File: src/rtl/l1tlb_req_scheduler.sv
// rtl/l1tlb_req_scheduler.sv - buffered, credit-limited i-TLB/d-TLB miss scheduler toward the L2 TLB
//
// Ports:
//   clk_i, rst_i           clock, asynchronous active-high reset
//   flush_i                drops every queued, not yet issued request
//   itlb_req_*             i-TLB miss request (valid / vpn / rdy)
//   dtlb_req_*             d-TLB miss request (valid / vpn / rdy)
//   l2_req_*               single request port to the L2 TLB (valid / vpn / origin / rdy)
//   ans_fire_i             one L2 answer delivered this cycle
//   outstanding_o          requests accepted by the L2 TLB but not yet answered
//   idle_o                 both FIFOs empty and nothing in flight

module l1tlb_req_scheduler #(
    parameter int VPN_W   = 27,
    parameter int QDEPTH  = 2,
    parameter int MAX_OUT = 4
) (
    input  logic                           clk_i,
    input  logic                           rst_i,
    input  logic                           flush_i,
    input  logic                           itlb_req_valid_i,
    input  logic [VPN_W-1:0]               itlb_req_vpn_i,
    output logic                           itlb_req_rdy_o,
    input  logic                           dtlb_req_valid_i,
    input  logic [VPN_W-1:0]               dtlb_req_vpn_i,
    output logic                           dtlb_req_rdy_o,
    output logic                           l2_req_valid_o,
    output logic [VPN_W-1:0]               l2_req_vpn_o,
    output logic                           l2_req_origin_o,
    input  logic                           l2_req_rdy_i,
    input  logic                           ans_fire_i,
    output logic [$clog2(MAX_OUT+1)-1:0]   outstanding_o,
    output logic                           idle_o
);

    localparam int PW = $clog2(QDEPTH);
    localparam int OW = $clog2(MAX_OUT + 1);
    localparam logic [PW:0]   PTR_ONE = (PW + 1)'(1);
    localparam logic [OW-1:0] CNT_ONE = OW'(1);
    localparam logic [OW-1:0] CNT_MAX = OW'(MAX_OUT);

    // Index 0 = i-TLB, index 1 = d-TLB; matches the l2_req_origin_o encoding.
    logic [VPN_W-1:0] mem_q [2][QDEPTH];
    logic [PW:0]      wr_q  [2];
    logic [PW:0]      rd_q  [2];
    logic [OW-1:0]    outstanding_q;
    logic             tie_q;
    logic             lock_q;
    logic             lock_sel_q;

    logic [1:0]       empty;
    logic [1:0]       full;
    logic [1:0]       rdy;
    logic [1:0]       push;
    logic [1:0]       req_valid;
    logic [VPN_W-1:0] req_vpn [2];
    logic [VPN_W-1:0] head    [2];
    logic             sel;
    logic             can_issue;
    logic             valid;
    logic             fire;
    logic             ans_dec;

    assign req_valid  = {dtlb_req_valid_i, itlb_req_valid_i};
    assign req_vpn[0] = itlb_req_vpn_i;
    assign req_vpn[1] = dtlb_req_vpn_i;

    // Extra pointer bit distinguishes full from empty when the index bits match.
    always_comb begin
        for (int s = 0; s < 2; s++) begin
            empty[s] = (wr_q[s] == rd_q[s]);
            full[s]  = (wr_q[s][PW] != rd_q[s][PW]) && (wr_q[s][PW-1:0] == rd_q[s][PW-1:0]);
            head[s]  = mem_q[s][rd_q[s][PW-1:0]];
            // rdy uses pre-pop fullness: a full FIFO never accepts, even while popping.
            rdy[s]   = !full[s] && !flush_i;
            push[s]  = req_valid[s] && rdy[s];
        end
    end

    // A presented but unaccepted request keeps its source (lock), so the
    // L2 port sees stable valid/vpn/origin until it is taken or flushed.
    always_comb begin
        if (lock_q) begin
            sel = lock_sel_q;
        end else if (!empty[0] && !empty[1]) begin
            sel = tie_q;
        end else begin
            sel = !empty[1];
        end
    end

    assign can_issue = (outstanding_q < CNT_MAX);
    assign valid     = can_issue && !empty[sel] && !flush_i;
    assign fire      = valid && l2_req_rdy_i;
    // An answer with nothing in flight is a protocol error; the counter saturates.
    assign ans_dec   = ans_fire_i && (outstanding_q != '0);

    assign itlb_req_rdy_o  = rdy[0];
    assign dtlb_req_rdy_o  = rdy[1];
    assign l2_req_valid_o  = valid;
    assign l2_req_vpn_o    = valid ? head[sel] : '0;
    assign l2_req_origin_o = valid && sel;
    assign outstanding_o   = outstanding_q;
    assign idle_o          = empty[0] && empty[1] && (outstanding_q == '0);

    // Storage is not reset: entries are only ever read between valid pointers.
    always_ff @(posedge clk_i) begin
        for (int s = 0; s < 2; s++) begin
            if (push[s]) begin
                mem_q[s][wr_q[s][PW-1:0]] <= req_vpn[s];
            end
        end
    end

    always_ff @(posedge clk_i or posedge rst_i) begin
        if (rst_i) begin
            wr_q          <= '{default: '0};
            rd_q          <= '{default: '0};
            outstanding_q <= '0;
            tie_q         <= 1'b0;
            lock_q        <= 1'b0;
            lock_sel_q    <= 1'b0;
        end else begin
            if (flush_i) begin
                // Issued requests still get answered, so outstanding_q survives a flush.
                wr_q   <= '{default: '0};
                rd_q   <= '{default: '0};
                tie_q  <= 1'b0;
                lock_q <= 1'b0;
            end else begin
                for (int s = 0; s < 2; s++) begin
                    if (push[s]) begin
                        wr_q[s] <= wr_q[s] + PTR_ONE;
                    end
                end
                if (fire) begin
                    rd_q[sel] <= rd_q[sel] + PTR_ONE;
                    lock_q    <= 1'b0;
                    if (!empty[0] && !empty[1]) begin
                        tie_q <= !sel;
                    end
                end else if (valid) begin
                    lock_q     <= 1'b1;
                    lock_sel_q <= sel;
                end
            end

            if (fire && !ans_dec) begin
                outstanding_q <= outstanding_q + CNT_ONE;
            end else if (ans_dec && !fire) begin
                outstanding_q <= outstanding_q - CNT_ONE;
            end
        end
    end

    a_no_ans_underflow: assert property (@(posedge clk_i) disable iff (rst_i)
        !(ans_fire_i && (outstanding_q == '0)));

endmodule
File: config.mk
export PLATFORM = sky130hd
export DESIGN_NAME = l1tlb_req_scheduler
export DESIGN_NICKNAME = d
export VERILOG_FILES = /design/src/rtl/l1tlb_req_scheduler.sv
export SDC_FILE = /design/constraint.sdc
export NUM_CORES = 1
export LEC_CHECK = 0
export ABC_AREA = 0
export CAP_MARGIN = 0
export CORE_MARGIN = 10
export CORE_UTILIZATION = 35
export DETAILED_ROUTE_END_ITERATION = 10
export GPL_TIMING_DRIVEN = 0
export PLACE_DENSITY = 0.66
export SLEW_MARGIN = 0
export SYNTH_ARGS = -nofsm -noshare
export SYNTH_HDL_FRONTEND = slang
export SYNTH_SLANG_ARGS = --single-unit
File: constraint.sdc
create_clock -name clk_i -period 3.5 [get_ports clk_i]
set_input_delay 0.875 -clock clk_i [delete_from_list [all_inputs] [get_ports clk_i]]
set_output_delay 0.875 -clock clk_i [all_outputs]
set_load 0.02 [all_outputs]
==> After elaboration in Yosys (flattened, before gate mapping) <==
Memories as Yosys holds them, arrays and structs flattened.
Index checks and enable logic that the tools add are counted.
{ "classes": {"add_sub_neg": 5, "order_cmp": 10, "n_reduce_logical": 38, "n_bitwise": 7, "n_eq_ne": 6, "muxes": 41} }
{ "op_table": {"columns": ["operator", "n"], "rows": [
  ["27-bit two-way mux", 12],
  ["54-bit two-way mux", 2],
  ["27-bit demux with 1-bit select", 2],
  ["1-bit logical AND", 19],
  ["1-bit two-way mux", 12],
  ["2-bit two-way mux", 6],
  ["4-bit two-way mux", 3],
  ["2-bit >= comparator (second input constant)", 5],
  ["1-bit inverter with 2-bit output", 5],
  ["2-bit nonzero test", 5],
  ["1-bit zero test", 9],
  ["2-bit by 1-bit adder with 2-bit output (second input constant)", 3],
  ["2-bit by 1-bit < comparator with 1-bit output (second input constant)", 3],
  ["3-bit two-way mux", 2],
  ["3-bit nonzero test", 2],
  ["4-bit bitwise mux", 1],
  ["2-bit equality test", 2],
  ["3-bit by 1-bit adder with 3-bit output (second input constant)", 1],
  ["3-bit zero test", 1],
  ["3-bit < comparator (second input constant)", 1],
  ["3-bit AND reduction", 1],
  ["3-bit by 1-bit subtractor with 3-bit output (second input constant)", 1],
  ["2-bit demux with 1-bit select", 1],
  ["1-bit equality test", 2],
  ["4 further kinds", 6]
]} }
{ "totals": {"register_bits": 14, "elab_cells": 116, "mem_bits_rw": 108, "mem_count": 1, "inputBits": 61} }
{ "mem_list": {"columns": ["name", "depth", "width", "rd", "rd_ports_with_merged_regs", "write_ports", "line", "text"], "rows": [
  ["mem_q", 2, 54, 2, 0, 2, "43", "logic [VPN_W-1:0] mem_q [2][QDEPTH];"]
]} }

==> Depth between registers and ports, before layout <==
Gate-level depths: netlist of the first run.
{ "logic_depth": {"depth_word": 15, "depth_mapped": 11, "depth_no_buf": 10} }

==> Worst setup path after synthesis of the first run <==
OpenSTA, ideal clock, no wires.
{ "synth_path": {"path_kind": "input-to-reg", "from": "input flush_i", "to": "memory mem_q[0][100] (netlist name), enable pin", "t_required_ps": 3089, "t_arrival_ps": 2788, "stages": 4, "slack_ps": 301, "path_cell_list": "clkbuf_1 > a21oi_1 > nand2_1 > nor2_1"} }
{ "synth_lines": {"columns": ["element", "line", "text"], "rows": [
  ["start, declared", "20", "input logic flush_i,"],
  ["end, declared", "43", null]
]} }

==> Worst setup path after layout of the first run <==
{ "layout_path": {"from": "input flush_i", "to": "output l2_req_vpn_o[12]"} }
{ "layout_via": {"elab_chain_len": 3} }
{ "layout_rtl": {"columns": ["element", "line", "text"], "rows": [
  ["1-bit zero test", "93", "assign valid = can_issue && !empty[sel] && !flush_i;"],
  ["1-bit logical AND", "93", null],
  ["27-bit two-way mux", "101", "assign l2_req_vpn_o = valid ? head[sel] : '0;"],
  ["end, declared", "28", "output logic [VPN_W-1:0] l2_req_vpn_o,"]
]} }
No other way between the ends.

==> impl_metrics.toml, run 1 <==
[final_layout]
synthToLayoutAreaGrowth_pct = 34.2
layout.nets = 549
antenna_cells = 0
regArea_um2 = 3590
drive_gt1_frac = 0.232
nFillCells = 1327
final_util = 0.482
multi_input_area_um2 = 1770

[cts]
htree_levels = 4
clock_path_buffers = 2
numCtsBuffers = 17
clock-sinks = 122
clockRootBuffer = "clkbuf_16"
postCtsSetupBuffers = 0
cts_tree = "yes"
clk_pin_slew_worst_paths_ns = 0.05
insertion_delay_ns = 0.41

[job]
maxCapViolations = 0

[yosys]
synth.most_common_cell = "edfxtp_1"
syn-num-nets = 433
synthTopCellsByCount = "108 x edfxtp_1, 56 x mux2i_1, 34 x nand2_1"
yosys_warnings = 0
ys_ff_latch = 122
avgSynthCellArea_um2 = 14.8
synth_area_leaders = "edfxtp_1 59%, mux2i_1 10%, dfrtp_1 6.4%, a211oi_2 4.3%, a21oi_1 2.8%"
yosysTopAreaCellShare = 0.592
syn_inst = 370
synth_top_cell_by_area = "edfxtp_1"
ys_async_sr_fraction = 0.115
synth.cell_area_um2 = 5480
synth_ff_type = "edfxtp_1"
synth_edf_count = 108
ys_seq_area_frac = 0.656
ys_types = 46

[grt]
grt_first_pass_wirelength_um = 19900
met3_usage = 0.0298
groute.usage.overall = 0.121
use_met1 = 0.154
overflow = 0
antenna_found_initial = 0
busiest_layer = "met2"
use_met2 = 0.190
grt_max_degree = 29
grt_pass1_vias = 3474

[placed_design]
gp_congestion = 0.865
dpl.hpwl_um = 9460
io_buffers = 95

[sta]
fmax_ghz = 0.292
post-route-min-period_ns = 3.43
period_share = 0.979
setup_violations = 0
skew_ns = 0.0121
worst_pin_slew_ns = 1.32
hold_violations = 0
maxSlewHeadroom = 0.120
slew_violations = 0
holdWs_ns = 0.568

[worst_setup_path]
reg2regPathDepth = 11
critPathKind = "input pin to primary output"
critPathRequiredTime_ns = 2.62
cp.arrival_ns = 2.55
r2r_slack_ns = 0.79
crit_fanout = 10
worstSetupStartpointType = "input pin"
reg2reg_to = "outstanding_o[2]$_DFFE_PP0P_"
slowest_stage = "or3_1"
cp.buffers_inverters = 4
reg2reg_from = "wr_q[0]$_DFFE_PP0P_"
cpLargestDelayFamily = "buffers and inverters"
critical-path-max-stage-delay_ns = 0.38
path_cells = "dlygate4sd2_1, nor2_2, o41ai_2, or3_1, buf_6, buf_8, a211oi_2, buf_4"
setup.worst_path.end_class = "primary output"

[hold_path]
min-delay-start = "lock_sel_q$_DFFE_PP0P_"
hold_path_depth = 2
hold_class = "register to register"
hold-path-endpoint = "lock_sel_q$_DFFE_PP0P_"

[die]
die_area_um2 = 21100
pin_count = 96
row_count = 45
coreArea_um2 = 15300
die_w_um = 145
die_y_um = 145
start_util = 0.359

[route]
first_pass_iters = 5
via_per_inst = 4.73
wl_um = 12600
vias = 3355
routedWlPerCell_um = 17.8
route.detailed.drc = 0
drtAntennaViolNets = 0
drt_iter0_markers = 243

[pwr]
cellLeakagePower_nw = 2.63
p_per_area_nw_per_um2 = 720
irDropWorstVdd_uv = 328
finalPower_mw = 5.30

[status]
status = "complete, no violations"
cell families after synthesis:
group	after synthesis	share of synthesized area
AOI/OAI and AO/OA	77	0.112
xor gates and xnor gates	13	0.0276
muxes	60	0.111
and+or+nand+nor	63	0.0519
buffers and inverters	33	0.0354
DFF	122	0.656
adders and majority gates	2	0.00594
worst reg2reg max path: cells and delay by family (launching register included):
| family | cells | cell delay [ns] |
|---|---|---|
| adders and majority gates | 2 | 0.61 |
| buffers and inverters | 2 | 0.25 |
| xor gates and xnor gates | 3 | 0.60 |
| DFF | 1 | 0.36 |
| and+or+nand+nor | 4 | 0.82 |
how the worst max path moves through the flow:
| stage | startpoint | end | slack [ns] | cells after the start |
|---|---|---|---|---|
| 6_report | flush_i | l2_req_vpn_o[12] | 0.07 | 8 |
| 5_1_grt | wr_q[1]$_DFFE_PP0P_ | l2_req_vpn_o[12] | -0.004 | 7 |
| 4_1_cts | wr_q[0]$_DFFE_PP0P_ | idle_o | 0.03 | 5 |
| 3_5_place_dp | flush_i | l2_req_vpn_o[13] | -0.60 | 8 |
| 3_3_place_gp | flush_i | mem_q[0][91]$_DFFE_PP_ | -0.78 | 5 |
| 2_1_floorplan | flush_i | mem_q[0][100]$_DFFE_PP_ | 0.30 | 4 |
final cells by class:
| cell class | instances | share of cell area |
|---|---|---|
| Clock inverter | 14 | 0.0276 |
| Multi-Input combinational cell | 215 | 0.241 |
| Timing Repair Buffer | 97 | 0.122 |
| Tap cell | 211 | 0.0359 |
| Buffer | 26 | 0.0230 |
| Inverter | 7 | 0.00357 |
| Sequential cell | 122 | 0.489 |
| Clock buffer | 18 | 0.0584 |
power by group:
| part | switching [mW] | leakage [nW] | internal [mW] | total [mW] |
|---|---|---|---|---|
| registers | 0.0763 | 1.17 | 1.72 | 1.79 |
| clock network | 0.591 | 0.298 | 1.25 | 1.84 |
| logic | 0.994 | 1.16 | 0.666 | 1.66 |
layer usage:
metal  vias to the layer above  part of all wire
li1                       1638                 -
met1                      1627              0.45
met2                        77              0.50
met3                        13             0.037
met4                         0             0.015
met5                         -                 0
repair_timing:
action / in CTS / in global routing
endpoints found under the hold margin: 0 / 0
resized for setup: 115 / 7
hold buffers: 0 / 0
endpoints found under the setup margin: 29 / 13
pin swaps: 0 / 0
cloned: 0 / 0
per-stage QoR:
stage | cell area (um2) | setup TNS [ns] | setup WS [ns] | instances
2_1_floorplan | 5480 | 0 | 0.301 | 370
3_3_place_gp | 6690 | -50.85 | -0.776 | 676
3_5_place_dp | 6730 | -14.16 | -0.602 | 678
4_1_cts | 7300 | 0 | 0.0269 | 710
5_1_grt | 7350 | -0.00373 | -0.00373 | 710
6_report | 7350 | 0 | 0.0740 | 710
cell usage in the layout, fill, tap and decap left out, types with 9 or more instances in the layout:
cell / Yosys / routed
nor2_1: 11 / 9
buf_2: 11 / 27
edfxtp_1: 108 / 108
a211oi_2: 19 / 19
mux2i_1: 56 / 56
clkdlybuf4s50_1: 0 / 66
a21oi_1: 31 / 30
clkbuf_16: 0 / 17
nand2_1: 34 / 34
dfrtp_1: 14 / 14
state kept, by name (all words and copies together), names as in the netlist:
register,cells
mem_q,108
rd_q,4
wr_q,4
outstanding_o,3
lock_q,1
lock_sel_q,1
tie_q,1
Power figures use the tool's default switching activity.
==> run 2, diff against run 1 <==
--- a/config.mk
+++ b/config.mk
@@ -9,6 +9,7 @@
 export CAP_MARGIN = 0
 export CORE_MARGIN = 10
 export CORE_UTILIZATION = 35
+export CTS_CLUSTER_SIZE = 20
 export DETAILED_ROUTE_END_ITERATION = 10
 export GPL_TIMING_DRIVEN = 0
 export PLACE_DENSITY = 0.66
==> results of run 2 <==
Same layout as run 1: the final DEF is identical, and so are final timing and power.
==> run 3, diff against run 2 <==
--- a/config.mk
+++ b/config.mk
@@ -13,7 +13,6 @@
 export DETAILED_ROUTE_END_ITERATION = 10
 export GPL_TIMING_DRIVEN = 0
 export PLACE_DENSITY = 0.66
-export SLEW_MARGIN = 0
 export SYNTH_ARGS = -nofsm -noshare
 export SYNTH_HDL_FRONTEND = slang
 export SYNTH_SLANG_ARGS = --single-unit
==> results of run 3 <==
Same layout as run 1: the final DEF is identical, and so are final timing and power.
